### config.mk
export PLATFORM = sky130hd
export DESIGN_NAME = axi4l_to_apb_bridge_flat
export DESIGN_NICKNAME = d
export VERILOG_FILES = /design/src/rtl/axi4l_to_apb_bridge_if.sv /design/src/rtl/axi4l_to_apb_bridge.sv /design/src/flat_wrapper.sv
export SDC_FILE = /design/constraint.sdc
export NUM_CORES = 1
export LEC_CHECK = 0
export BUFFER_PORTS_ARGS = -buffer_cell sky130_fd_sc_hd__buf_2
export CAP_MARGIN = 10
export CORE_UTILIZATION = 30
export DETAILED_ROUTE_END_ITERATION = 10
export PLACE_DENSITY_LB_ADDON = 0.1
export SYNTH_ARGS = -nofsm -noshare
export SYNTH_HDL_FRONTEND = slang
export SYNTH_SLANG_ARGS = --single-unit
### constraint.sdc
create_clock -name clock -period 4.1 [get_ports clock]
set_input_delay 0.615 -clock clock [delete_from_list [all_inputs] [get_ports clock]]
set_output_delay 0.615 -clock clock [all_outputs]
set_load 0.02 [all_outputs]
### src/rtl/axi4l_to_apb_bridge_if.sv
// Bus bundle between the AXI4-Lite requester, the bridge and the downstream APB slave.
// The bridge uses the slave modport (AXI slave side, APB master side).
interface axi4l_to_apb_bridge_if #(
  parameter int ADDR_W = 32,
  parameter int DATA_W = 32
);
  logic                  in_awvalid, in_awready;
  logic [ADDR_W-1:0]     in_awaddr;
  logic [2:0]            in_awprot;
  logic                  in_wvalid, in_wready;
  logic [DATA_W-1:0]     in_wdata;
  logic [DATA_W/8-1:0]   in_wstrb;
  logic                  in_bvalid, in_bready;
  logic [1:0]            in_bresp;
  logic                  in_arvalid, in_arready;
  logic [ADDR_W-1:0]     in_araddr;
  logic [2:0]            in_arprot;
  logic                  in_rvalid, in_rready;
  logic [DATA_W-1:0]     in_rdata;
  logic [1:0]            in_rresp;
  logic                  out_psel, out_penable, out_pwrite;
  logic [ADDR_W-1:0]     out_paddr;
  logic [2:0]            out_pprot;
  logic [DATA_W-1:0]     out_pwdata;
  logic [DATA_W/8-1:0]   out_pstrb;
  logic                  out_pready, out_pslverr;
  logic [DATA_W-1:0]     out_prdata;

  modport slave (
    input  in_awvalid, in_awaddr, in_awprot, in_wvalid, in_wdata, in_wstrb, in_bready,
           in_arvalid, in_araddr, in_arprot, in_rready, out_pready, out_pslverr, out_prdata,
    output in_awready, in_wready, in_bvalid, in_bresp, in_arready, in_rvalid, in_rdata,
           in_rresp, out_psel, out_penable, out_pwrite, out_paddr, out_pprot, out_pwdata,
           out_pstrb
  );

  modport master (
    output in_awvalid, in_awaddr, in_awprot, in_wvalid, in_wdata, in_wstrb, in_bready,
           in_arvalid, in_araddr, in_arprot, in_rready, out_pready, out_pslverr, out_prdata,
    input  in_awready, in_wready, in_bvalid, in_bresp, in_arready, in_rvalid, in_rdata,
           in_rresp, out_psel, out_penable, out_pwrite, out_paddr, out_pprot, out_pwdata,
           out_pstrb
  );
endinterface

### src/rtl/axi4l_to_apb_bridge.sv
// Single-outstanding AXI4-Lite slave to APB master bridge with wait states, PSLVERR and a hang timeout.
// Handshake: a transfer happens on a rising edge where valid and ready are both high; valid never waits on ready.
module axi4l_to_apb_bridge #(
  parameter int ADDR_W  = 32,
  parameter int DATA_W  = 32,
  parameter int TIMEOUT = 256
) (
  input  logic                  clock,
  input  logic                  reset,
  axi4l_to_apb_bridge_if.slave  bus,
  output logic [1:0]            o_dbg_state
);
  localparam int STRB_W = DATA_W / 8;
  localparam int CNT_W  = (TIMEOUT > 1) ? $clog2(TIMEOUT) : 1;
  localparam logic [CNT_W-1:0] CNT_LAST = CNT_W'((TIMEOUT > 0) ? TIMEOUT - 1 : 0);

  localparam logic [1:0] S_IDLE   = 2'd0;
  localparam logic [1:0] S_SETUP  = 2'd1;
  localparam logic [1:0] S_ACCESS = 2'd2;
  localparam logic [1:0] S_RESP   = 2'd3;

  logic [1:0]        r_state;
  logic              r_aw_held, r_w_held, r_ar_held, r_last_was_write;
  logic [ADDR_W-1:0] r_awaddr, r_araddr;
  logic [2:0]        r_awprot, r_arprot;
  logic [DATA_W-1:0] r_wdata;
  logic [STRB_W-1:0] r_wstrb;
  logic [CNT_W-1:0]  r_cnt;
  logic              r_psel, r_penable, r_pwrite, r_bvalid, r_rvalid;
  logic [ADDR_W-1:0] r_paddr;
  logic [2:0]        r_pprot;
  logic [DATA_W-1:0] r_pwdata, r_rdata;
  logic [STRB_W-1:0] r_pstrb;
  logic [1:0]        r_bresp, r_rresp;

  logic w_awready, w_wready, w_arready, w_aw_hs, w_w_hs, w_ar_hs;
  logic w_wr_pend, w_rd_pend, w_sel_rd, w_sel_wr, w_timeout, w_done;
  logic [1:0]        w_resp;
  logic [ADDR_W-1:0] w_awaddr, w_araddr;
  logic [2:0]        w_awprot, w_arprot;
  logic [DATA_W-1:0] w_wdata;
  logic [STRB_W-1:0] w_wstrb;

  assign w_awready = ~r_aw_held & ~reset;
  assign w_wready  = ~r_w_held & ~reset;
  assign w_arready = ~r_ar_held & ~reset;
  assign w_aw_hs   = bus.in_awvalid & w_awready;
  assign w_w_hs    = bus.in_wvalid & w_wready;
  assign w_ar_hs   = bus.in_arvalid & w_arready;

  // A request that handshakes this cycle is usable immediately, so bypass the holding register.
  assign w_awaddr = r_aw_held ? r_awaddr : bus.in_awaddr;
  assign w_awprot = r_aw_held ? r_awprot : bus.in_awprot;
  assign w_wdata  = r_w_held  ? r_wdata  : bus.in_wdata;
  assign w_wstrb  = r_w_held  ? r_wstrb  : bus.in_wstrb;
  assign w_araddr = r_ar_held ? r_araddr : bus.in_araddr;
  assign w_arprot = r_ar_held ? r_arprot : bus.in_arprot;

  assign w_wr_pend = (r_aw_held | w_aw_hs) & (r_w_held | w_w_hs);
  assign w_rd_pend = r_ar_held | w_ar_hs;
  // Round robin: a read wins a tie unless the last serviced transfer was a read.
  assign w_sel_rd  = (r_state == S_IDLE) & w_rd_pend & (~w_wr_pend | r_last_was_write);
  assign w_sel_wr  = (r_state == S_IDLE) & w_wr_pend & ~w_sel_rd;

  assign w_timeout = (TIMEOUT != 0) && (r_cnt == CNT_LAST);
  assign w_done    = bus.out_pready | w_timeout;
  assign w_resp    = (bus.out_pready ? bus.out_pslverr : 1'b1) ? 2'b10 : 2'b00;

  always_ff @(posedge clock) begin
    if (reset) begin
      r_state <= S_IDLE;
      r_aw_held <= 1'b0; r_w_held <= 1'b0; r_ar_held <= 1'b0;
      r_last_was_write <= 1'b1;
      r_awaddr <= '0; r_awprot <= '0; r_wdata <= '0; r_wstrb <= '0;
      r_araddr <= '0; r_arprot <= '0; r_cnt <= '0;
      r_psel <= 1'b0; r_penable <= 1'b0; r_pwrite <= 1'b0;
      r_paddr <= '0; r_pprot <= '0; r_pwdata <= '0; r_pstrb <= '0;
      r_bvalid <= 1'b0; r_bresp <= '0; r_rvalid <= 1'b0; r_rresp <= '0; r_rdata <= '0;
    end else begin
      if (w_aw_hs) begin r_awaddr <= bus.in_awaddr; r_awprot <= bus.in_awprot; end
      if (w_w_hs)  begin r_wdata <= bus.in_wdata; r_wstrb <= bus.in_wstrb; end
      if (w_ar_hs) begin r_araddr <= bus.in_araddr; r_arprot <= bus.in_arprot; end
      if (w_sel_wr) begin
        r_aw_held <= 1'b0;
        r_w_held  <= 1'b0;
      end else begin
        if (w_aw_hs) r_aw_held <= 1'b1;
        if (w_w_hs)  r_w_held  <= 1'b1;
      end
      if (w_sel_rd)     r_ar_held <= 1'b0;
      else if (w_ar_hs) r_ar_held <= 1'b1;

      case (r_state)
        S_IDLE: begin
          if (w_sel_rd | w_sel_wr) begin
            r_psel           <= 1'b1;
            r_pwrite         <= w_sel_wr;
            r_paddr          <= w_sel_wr ? w_awaddr : w_araddr;
            r_pprot          <= w_sel_wr ? w_awprot : w_arprot;
            r_pwdata         <= w_sel_wr ? w_wdata : '0;
            r_pstrb          <= w_sel_wr ? w_wstrb : '0;
            r_last_was_write <= w_sel_wr;
            r_state          <= S_SETUP;
          end
        end
        S_SETUP: begin
          r_penable <= 1'b1;
          r_cnt     <= '0;
          r_state   <= S_ACCESS;
        end
        S_ACCESS: begin
          r_cnt <= r_cnt + 1'b1;
          if (w_done) begin
            r_psel    <= 1'b0;
            r_penable <= 1'b0;
            r_state   <= S_RESP;
            if (r_pwrite) begin
              r_bvalid <= 1'b1;
              r_bresp  <= w_resp;
            end else begin
              r_rvalid <= 1'b1;
              r_rresp  <= w_resp;
              r_rdata  <= bus.out_pready ? bus.out_prdata : '0;
            end
          end
        end
        default: begin
          if ((r_bvalid & bus.in_bready) | (r_rvalid & bus.in_rready)) begin
            r_bvalid <= 1'b0;
            r_rvalid <= 1'b0;
            r_state  <= S_IDLE;
          end
        end
      endcase
    end
  end

  assign bus.in_awready  = w_awready;
  assign bus.in_wready   = w_wready;
  assign bus.in_arready  = w_arready;
  assign bus.in_bvalid   = r_bvalid;
  assign bus.in_bresp    = r_bresp;
  assign bus.in_rvalid   = r_rvalid;
  assign bus.in_rresp    = r_rresp;
  assign bus.in_rdata    = r_rdata;
  assign bus.out_psel    = r_psel;
  assign bus.out_penable = r_penable;
  assign bus.out_pwrite  = r_pwrite;
  assign bus.out_paddr   = r_paddr;
  assign bus.out_pprot   = r_pprot;
  assign bus.out_pwdata  = r_pwdata;
  assign bus.out_pstrb   = r_pstrb;
  assign o_dbg_state     = r_state;
endmodule

### src/flat_wrapper.sv
// flat-port wrapper written by rule: the top's interface ports become plain ports
module axi4l_to_apb_bridge_flat 
#(
  parameter int ADDR_W  = 32,
  parameter int DATA_W  = 32,
  parameter int TIMEOUT = 256
)
  (clock, reset, o_dbg_state, bus_in_awvalid, bus_in_awaddr, bus_in_awprot, bus_in_wvalid, bus_in_wdata, bus_in_wstrb, bus_in_bready, bus_in_arvalid, bus_in_araddr, bus_in_arprot, bus_in_rready, bus_out_pready, bus_out_pslverr, bus_out_prdata, bus_in_awready, bus_in_wready, bus_in_bvalid, bus_in_bresp, bus_in_arready, bus_in_rvalid, bus_in_rdata, bus_in_rresp, bus_out_psel, bus_out_penable, bus_out_pwrite, bus_out_paddr, bus_out_pprot, bus_out_pwdata, bus_out_pstrb);
  axi4l_to_apb_bridge_if #(.ADDR_W(ADDR_W), .DATA_W(DATA_W)) bus_i ();
  input  logic clock;
  input  logic reset;
  output logic [1:0] o_dbg_state;
  input wire logic [$bits(bus_i.in_awvalid)-1:0] bus_in_awvalid;
  input wire logic [$bits(bus_i.in_awaddr)-1:0] bus_in_awaddr;
  input wire logic [$bits(bus_i.in_awprot)-1:0] bus_in_awprot;
  input wire logic [$bits(bus_i.in_wvalid)-1:0] bus_in_wvalid;
  input wire logic [$bits(bus_i.in_wdata)-1:0] bus_in_wdata;
  input wire logic [$bits(bus_i.in_wstrb)-1:0] bus_in_wstrb;
  input wire logic [$bits(bus_i.in_bready)-1:0] bus_in_bready;
  input wire logic [$bits(bus_i.in_arvalid)-1:0] bus_in_arvalid;
  input wire logic [$bits(bus_i.in_araddr)-1:0] bus_in_araddr;
  input wire logic [$bits(bus_i.in_arprot)-1:0] bus_in_arprot;
  input wire logic [$bits(bus_i.in_rready)-1:0] bus_in_rready;
  input wire logic [$bits(bus_i.out_pready)-1:0] bus_out_pready;
  input wire logic [$bits(bus_i.out_pslverr)-1:0] bus_out_pslverr;
  input wire logic [$bits(bus_i.out_prdata)-1:0] bus_out_prdata;
  output wire logic [$bits(bus_i.in_awready)-1:0] bus_in_awready;
  output wire logic [$bits(bus_i.in_wready)-1:0] bus_in_wready;
  output wire logic [$bits(bus_i.in_bvalid)-1:0] bus_in_bvalid;
  output wire logic [$bits(bus_i.in_bresp)-1:0] bus_in_bresp;
  output wire logic [$bits(bus_i.in_arready)-1:0] bus_in_arready;
  output wire logic [$bits(bus_i.in_rvalid)-1:0] bus_in_rvalid;
  output wire logic [$bits(bus_i.in_rdata)-1:0] bus_in_rdata;
  output wire logic [$bits(bus_i.in_rresp)-1:0] bus_in_rresp;
  output wire logic [$bits(bus_i.out_psel)-1:0] bus_out_psel;
  output wire logic [$bits(bus_i.out_penable)-1:0] bus_out_penable;
  output wire logic [$bits(bus_i.out_pwrite)-1:0] bus_out_pwrite;
  output wire logic [$bits(bus_i.out_paddr)-1:0] bus_out_paddr;
  output wire logic [$bits(bus_i.out_pprot)-1:0] bus_out_pprot;
  output wire logic [$bits(bus_i.out_pwdata)-1:0] bus_out_pwdata;
  output wire logic [$bits(bus_i.out_pstrb)-1:0] bus_out_pstrb;
  assign bus_i.in_awvalid = bus_in_awvalid;
  assign bus_i.in_awaddr = bus_in_awaddr;
  assign bus_i.in_awprot = bus_in_awprot;
  assign bus_i.in_wvalid = bus_in_wvalid;
  assign bus_i.in_wdata = bus_in_wdata;
  assign bus_i.in_wstrb = bus_in_wstrb;
  assign bus_i.in_bready = bus_in_bready;
  assign bus_i.in_arvalid = bus_in_arvalid;
  assign bus_i.in_araddr = bus_in_araddr;
  assign bus_i.in_arprot = bus_in_arprot;
  assign bus_i.in_rready = bus_in_rready;
  assign bus_i.out_pready = bus_out_pready;
  assign bus_i.out_pslverr = bus_out_pslverr;
  assign bus_i.out_prdata = bus_out_prdata;
  assign bus_in_awready = bus_i.in_awready;
  assign bus_in_wready = bus_i.in_wready;
  assign bus_in_bvalid = bus_i.in_bvalid;
  assign bus_in_bresp = bus_i.in_bresp;
  assign bus_in_arready = bus_i.in_arready;
  assign bus_in_rvalid = bus_i.in_rvalid;
  assign bus_in_rdata = bus_i.in_rdata;
  assign bus_in_rresp = bus_i.in_rresp;
  assign bus_out_psel = bus_i.out_psel;
  assign bus_out_penable = bus_i.out_penable;
  assign bus_out_pwrite = bus_i.out_pwrite;
  assign bus_out_paddr = bus_i.out_paddr;
  assign bus_out_pprot = bus_i.out_pprot;
  assign bus_out_pwdata = bus_i.out_pwdata;
  assign bus_out_pstrb = bus_i.out_pstrb;
  axi4l_to_apb_bridge #(.ADDR_W(ADDR_W), .DATA_W(DATA_W), .TIMEOUT(TIMEOUT)) u_core (.clock(clock), .reset(reset), .bus(bus_i), .o_dbg_state(o_dbg_state));
endmodule
# Yosys cells after proc, flatten, opt, wreduce, memory -nomap -nowiden
# Cells that the tools add are included.
[classes] n_reduce_logical=16 n_bitwise=28 n_mux=29 eq_ne=7 n_addsub=1
[op_table] cell="two-way mux 32 bit" count=6
[op_table] cell="one-hot mux 8 bit (2 select lines)" count=1
[op_table] cell="AND 1 bit" count=13
[op_table] cell="AND reduction 3 bit" count=4
[op_table] cell="two-way mux 3 bit" count=3
[op_table] cell="adder 8 x 1 -> 8 bit, second input constant" count=1
[op_table] cell="== test 8 bit, second input constant" count=1
[op_table] cell="two-way mux 1 bit" count=8
[op_table] cell="two-way mux 2 bit" count=4
[op_table] cell="two-way mux 4 bit" count=2
[op_table] cell="NOT 1 bit" count=8
[op_table] cell="one-hot mux 1 bit (2 select lines)" count=4
[op_table] cell="AND reduction 4 bit" count=2
[op_table] cell="OR 1 bit" count=7
[op_table] cell="one-hot mux 2 bit (3 select lines)" count=1
[op_table] cell="nonzero test 2 bit" count=3
[op_table] cell="OR reduction 2 bit" count=3
[op_table] cell="inequality test 2 x 1 -> 1 bit, second input constant" count=2
[op_table] cell="inequality test 2 bit, second input constant" count=2
[op_table] cell="AND reduction 2 bit" count=2
[op_table] cell="nonzero test 4 bit" count=1
[op_table] cell="== test 2 x 1 -> 1 bit, second input constant" count=1
[op_table] cell="== test 2 bit, second input constant" count=1
[op_table] cell="logical NOT 2 bit" count=1
[totals] regBits=232 input_bits=147 output_inout_bits=117 elab_cells=105

# Longest topological paths before layout
[depth] depth_word=13 mapped_depth=8 ltp_nobuf=6

# Worst setup path after synthesis
# OpenSTA, ideal clock, no wires.
[synth_timing] path_type="input port to flip-flop" start="input reset" end="register u_core.r_paddr[10] (netlist: u_core.bus.out_paddr[10])" t_arrival_ns=1.845 t_required_ns=3.964 path_stages=7 setup_slack_ns=2.119 path_buffers=3 setup_ns=0.136 path_cell_list="buf_4 > nand2b_4 > a221oi_4 > or2_2 > buf_2 > buf_2 > a211oi_1"
[synth_between] elab_chain_cells=12 word_cells_on_any_way=21 classes_between="mux: 1; bitwise: 19; reduce/logical: 1"
[synth_rtl] element="start: declaration" line="flat_wrapper.sv:11" text="input logic reset;"
[synth_rtl] element="NOT 1 bit" line="axi4l_to_apb_bridge.sv:44, axi4l_to_apb_bridge.sv:45, axi4l_to_apb_bridge.sv:46"
[synth_rtl] element="AND 1 bit (on tied branches)" line="axi4l_to_apb_bridge.sv:44, axi4l_to_apb_bridge.sv:45"
[synth_rtl] element="AND 1 bit (on tied branches)" line="axi4l_to_apb_bridge.sv:47, axi4l_to_apb_bridge.sv:48"
[synth_rtl] element="OR 1 bit" line="axi4l_to_apb_bridge.sv:59" text="assign w_wr_pend = (r_aw_held | w_aw_hs) & (r_w_held | w_w_hs);"
[synth_rtl] element="AND 1 bit" line="axi4l_to_apb_bridge.sv:59"
[synth_rtl] element="NOT 1 bit" line="axi4l_to_apb_bridge.sv:62" text="assign w_sel_rd = (r_state == S_IDLE) & w_rd_pend & (~w_wr_pend | r_last_was_write);"
[synth_rtl] element="OR 1 bit" line="axi4l_to_apb_bridge.sv:62"
[synth_rtl] element="AND 1 bit" line="axi4l_to_apb_bridge.sv:62"
[synth_rtl] element="NOT 1 bit" line="axi4l_to_apb_bridge.sv:63" text="assign w_sel_wr = (r_state == S_IDLE) & w_wr_pend & ~w_sel_rd;"
[synth_rtl] element="AND 1 bit" line="axi4l_to_apb_bridge.sv:63"
[synth_rtl] element="OR 1 bit" line="axi4l_to_apb_bridge.sv:95" text="if (w_sel_rd | w_sel_wr) begin"
[synth_rtl] element="AND reduction 2 bit (no line)"
[synth_rtl] element="end signal: assignment" line="axi4l_to_apb_bridge.sv:98" text="r_paddr <= w_sel_wr ? w_awaddr : w_araddr;"
[synth_rtl] element="end: declaration" line="axi4l_to_apb_bridge.sv:30" text="logic [ADDR_W-1:0] r_paddr;"
# Parallel ways exist; a longest one is shown, timed or not.
# A chain may end at the register's enable or synchronous reset.

# Worst setup path in the final report
[layout_timing] start="register u_core.r_w_held" end="output bus_in_wready"
[layout_between] elab_chain_cells=2
[layout_rtl] element="start: declaration" line="axi4l_to_apb_bridge.sv:23" text="logic r_aw_held, r_w_held, r_ar_held, r_last_was_write;"
[layout_rtl] element="start signal: assignment" line="axi4l_to_apb_bridge.sv:72" text="r_aw_held <= 1'b0; r_w_held <= 1'b0; r_ar_held <= 1'b0;"
[layout_rtl] element="start signal: assignment" line="axi4l_to_apb_bridge.sv:85" text="r_w_held <= 1'b0;"
[layout_rtl] element="start signal: assignment" line="axi4l_to_apb_bridge.sv:88" text="if (w_w_hs) r_w_held <= 1'b1;"
[layout_rtl] element="NOT 1 bit" line="axi4l_to_apb_bridge.sv:45" text="assign w_wready = ~r_w_held & ~reset;"
[layout_rtl] element="AND 1 bit" line="axi4l_to_apb_bridge.sv:45"
[layout_rtl] element="end: declaration" line="flat_wrapper.sv:28" text="output wire logic [$bits(bus_i.in_wready)-1:0] bus_in_wready;"
# Every way passes these cells.

==> flow_metrics.env <==
export IMPL_outcome="finished clean"
export IMPL_gp_congestion=0.731
export IMPL_critPathKind="reg -> out"
export IMPL_boundaryPins=264
export IMPL_ir_drop_v=0.000310
export IMPL_first_iter_violations=461
export IMPL_postSynth_asyncResetShare_pct=0
export IMPL_worst_path_buf_inv=2
export IMPL_cp_required_ns=3.48
export IMPL_via_per_inst=4.83
export IMPL_tritoncts="done"
export IMPL_crit_fanout=38
export IMPL_place_hpwl_um=19700
export IMPL_num_rows=66
export IMPL_relSlewSlack_pct=34.1
export IMPL_fp_dieArea_um2=34400
export IMPL_grt_pass1_vias=8286
export IMPL_cts_root_buf="clkbuf_16"
export IMPL_synth_edf_count=0
export IMPL_tns_ns=0
export IMPL_drc=0
export IMPL_arrival_ns=1.77
export IMPL_drt_total_wl_um=30800
export IMPL_preCtsSetupSlack_ns=1.19
export IMPL_grt_start_max_net_pins=73
export IMPL_antenna_found_initial=9
export IMPL_htreeDepth=1
export IMPL_grt_ovfl_total=0
export IMPL_cts_buffers=29
export IMPL_core_area_um2=32800
export IMPL_worstHoldStart="bus_in_araddr[18]"
export IMPL_synth_seq_area_share_pct=45.6
export IMPL_grt_total_usage_pct=17.5
export IMPL_ant_nets=0
export IMPL_hold_viol_final=0
export IMPL_fin_ws_ns=1.71
export IMPL_first_pass_iters=4
export IMPL_drive_gt1_share_pct=30.7
export IMPL_skew_ns=0.0170
export IMPL_end_kind="output pin"
export IMPL_die_y_um=185
export IMPL_cts_buffer_depth=3
export IMPL_min_period_ns=2.39
export IMPL_grt_pass1_wl_um=47700
export IMPL_ctsHoldBuffers=0
export IMPL_fin_nets=1501
export IMPL_critical_path_max_stage_delay_ns=0.56
export IMPL_wl_per_cell_um=17.0
export IMPL_min_period_over_period_pct=58.3
export IMPL_clock_latency_ns=0.54
export IMPL_hold_path_class="in -> reg"
export IMPL_synth_avg_cell_area_um2=8.85
export IMPL_synthFlopType="dfxtp_1"
export IMPL_cts_reportedPaths_clkPinSlew_ns=0.06
export IMPL_drv_cap=0
export IMPL_syn_inst=1141
export IMPL_synthToLayoutAreaGrowth_pct=25.1
export IMPL_r2r_start="u_core.o_dbg_state[0]"
export IMPL_yosysUniqueCellTypes=53
export IMPL_synthesis_area_um2=10100
export IMPL_cts_resized=0
export IMPL_num_vias=8776
export IMPL_crit_slowest_cell="buf_4"
export IMPL_initial_utilization_pct=30.8
export IMPL_startpoint_type="flop"
export IMPL_setup_viol=0
export IMPL_post_cts_setup_buffers=0
export IMPL_path_cells="buf_4, nor2_1, buf_2"
export IMPL_die_w_um=185
export IMPL_synth_seq_cells=230
export IMPL_drv_slew=0
export IMPL_max_freq_ghz=0.419
export IMPL_tightestPinTransition_ns=0.989
export IMPL_leakage_nw=5.02
export IMPL_clock_sinks=230
export IMPL_yosys_warnings=0
export IMPL_rsz0062_at_grt="no"
export IMPL_power_density_nw_per_um2=551
export IMPL_io_buffers=261
export IMPL_cp_top_family="buffers and inverters"
export IMPL_startpoint="u_core.r_w_held"
==> where the power goes <==
part | total (mW) | internal, mW | switching [mW] | leakage (nW)
combinational | 1.81 | 0.641 | 1.17 | 2.67
sequential | 2.68 | 2.51 | 0.166 | 1.88
clock | 2.46 | 1.47 | 0.987 | 0.458
==> Yosys cell counts (3+ instances only) <==
cell type,number,share of area [%]
buf_2,10,0.50
xor2_1,3,0.26
clkbuf_1,86,3.2
nor3_1,4,0.20
a2111oi_0,35,3.0
mux2i_1,72,7.1
ha_1,4,0.50
nand2_1,253,9.4
a21oi_1,7,0.35
nand3_1,3,0.15
a211oi_1,28,2.1
and2_1,3,0.19
nor4_1,32,2.0
mux2_2,35,3.9
o21ai_0,111,5.5
o211ai_1,4,0.30
a211oi_2,10,1.2
nor2_1,16,0.60
o32ai_1,36,3.1
buf_4,6,0.45
nor2b_1,37,2.3
a31oi_1,3,0.19
dfxtp_1,230,46
a31o_2,32,2.8
inv_1,42,1.6
nand2b_1,3,0.19
==> state kept, by name, summed over array words and instances (netlist names), 2 cells and up <==
signal,flops
u_core.bus.in_rdata,32
u_core.r_wstrb,4
u_core.r_awprot,3
u_core.bus.out_paddr,32
u_core.bus.out_pwdata,32
u_core.r_araddr,32
u_core.bus.out_pstrb,4
u_core.bus.out_pprot,3
u_core.r_wdata,32
u_core.r_cnt,8
u_core.r_arprot,3
u_core.o_dbg_state,2
u_core.r_awaddr,32
==> cell type report <==
class | instances | area (um^2)
fillers | 3453 | 20200
multi-input cells | 762 | 4880
flip-flops and latches | 230 | 4610
repair buffers | 283 | 1470
clock buffers | 46 | 890
well taps | 442 | 553
inverters | 44 | 168
clock inverters | 6 | 36.3
diodes | 5 | 12.5
==> path summary, 6_finish.rpt <==
check	slack, ns	depth (start not counted)	to
setup / recovery	1.71	3	bus_in_wready
hold / removal	0.28	3	u_core.r_araddr[18]
hold reg to reg	0.46	2	u_core.r_awaddr[29]
setup reg to reg	1.72	8	u_core.bus.out_paddr[20]
==> per-layer routing <==
layer / vias to the layer above / wire length (um) / global-route usage [%]
met2: 199 / 14000 / 27.7
met4: 8 / 640 / 5.36
li1: 4465 / - / -
met3: 44 / 1670 / 3.72
met5: - / 49 / 0
met1: 4060 / 14400 / 23.7
==> stage by stage <==
stage / hold WS (ns) / utilization [%] / instances / cell area [um^2] / total power, mW
final: 0.280 / 38.5 / 1818 / 12600 / 6.95
after detailed placement: 0.447 / 35.6 / 1761 / 11700 / 4.56
after global placement: 0.440 / 35.6 / 1761 / 11700 / 4.55
after CTS: 0.253 / 38.5 / 1813 / 12600 / 7.07
after floorplan: 0.432 / - / 1142 / 10100 / 3.96
after global routing: 0.270 / 38.5 / 1816 / 12600 / 7.34
==> cells in the final DEF, fill, tap and decap left out, drive strengths merged, types with 2 or more instances in the layout <==
cell type	n
a2111oi	35
a211oi	38
a21o	2
a21oi	9
a221o	2
a221oi	2
a31o	32
a31oi	3
and2	3
buf	283
clkbuf	46
clkinv	5
conb	2
dfxtp	230
diode	5
ha	4
inv	44
mux2	35
mux2i	72
nand2	253
nand2b	4
nand3	4
nand4	2
nor2	16
nor2b	37
nor3	4
nor4	32
nor4b	2
o211ai	4
o21a	2
o21ai	112
o32ai	36
or3	2
xor2	3
==> cells by family after synthesis <==
group / after synthesis / synth area share [%]
muxes: 107 / 11.0
DFF: 230 / 45.6
xor gates and xnor gates: 4 / 0.347
other: 1 / 0.0372
buffers and inverters: 150 / 6.11
AOI/OAI and AO/OA: 282 / 20.3
and+or+nand+nor: 363 / 16.0
adders and majority gates: 4 / 0.496
==> worst reg2reg max path, stage by stage, from the launching register on <==
cell      delay [ns]
dfxtp_1         0.34
inv_1           0.08
ha_1            0.28
inv_1           0.17
a221oi_4        0.20
buf_4           0.30
buf_4           0.50
mux2i_1         0.29
a211oi_2        0.08
Power figures use the tool's default switching activity.
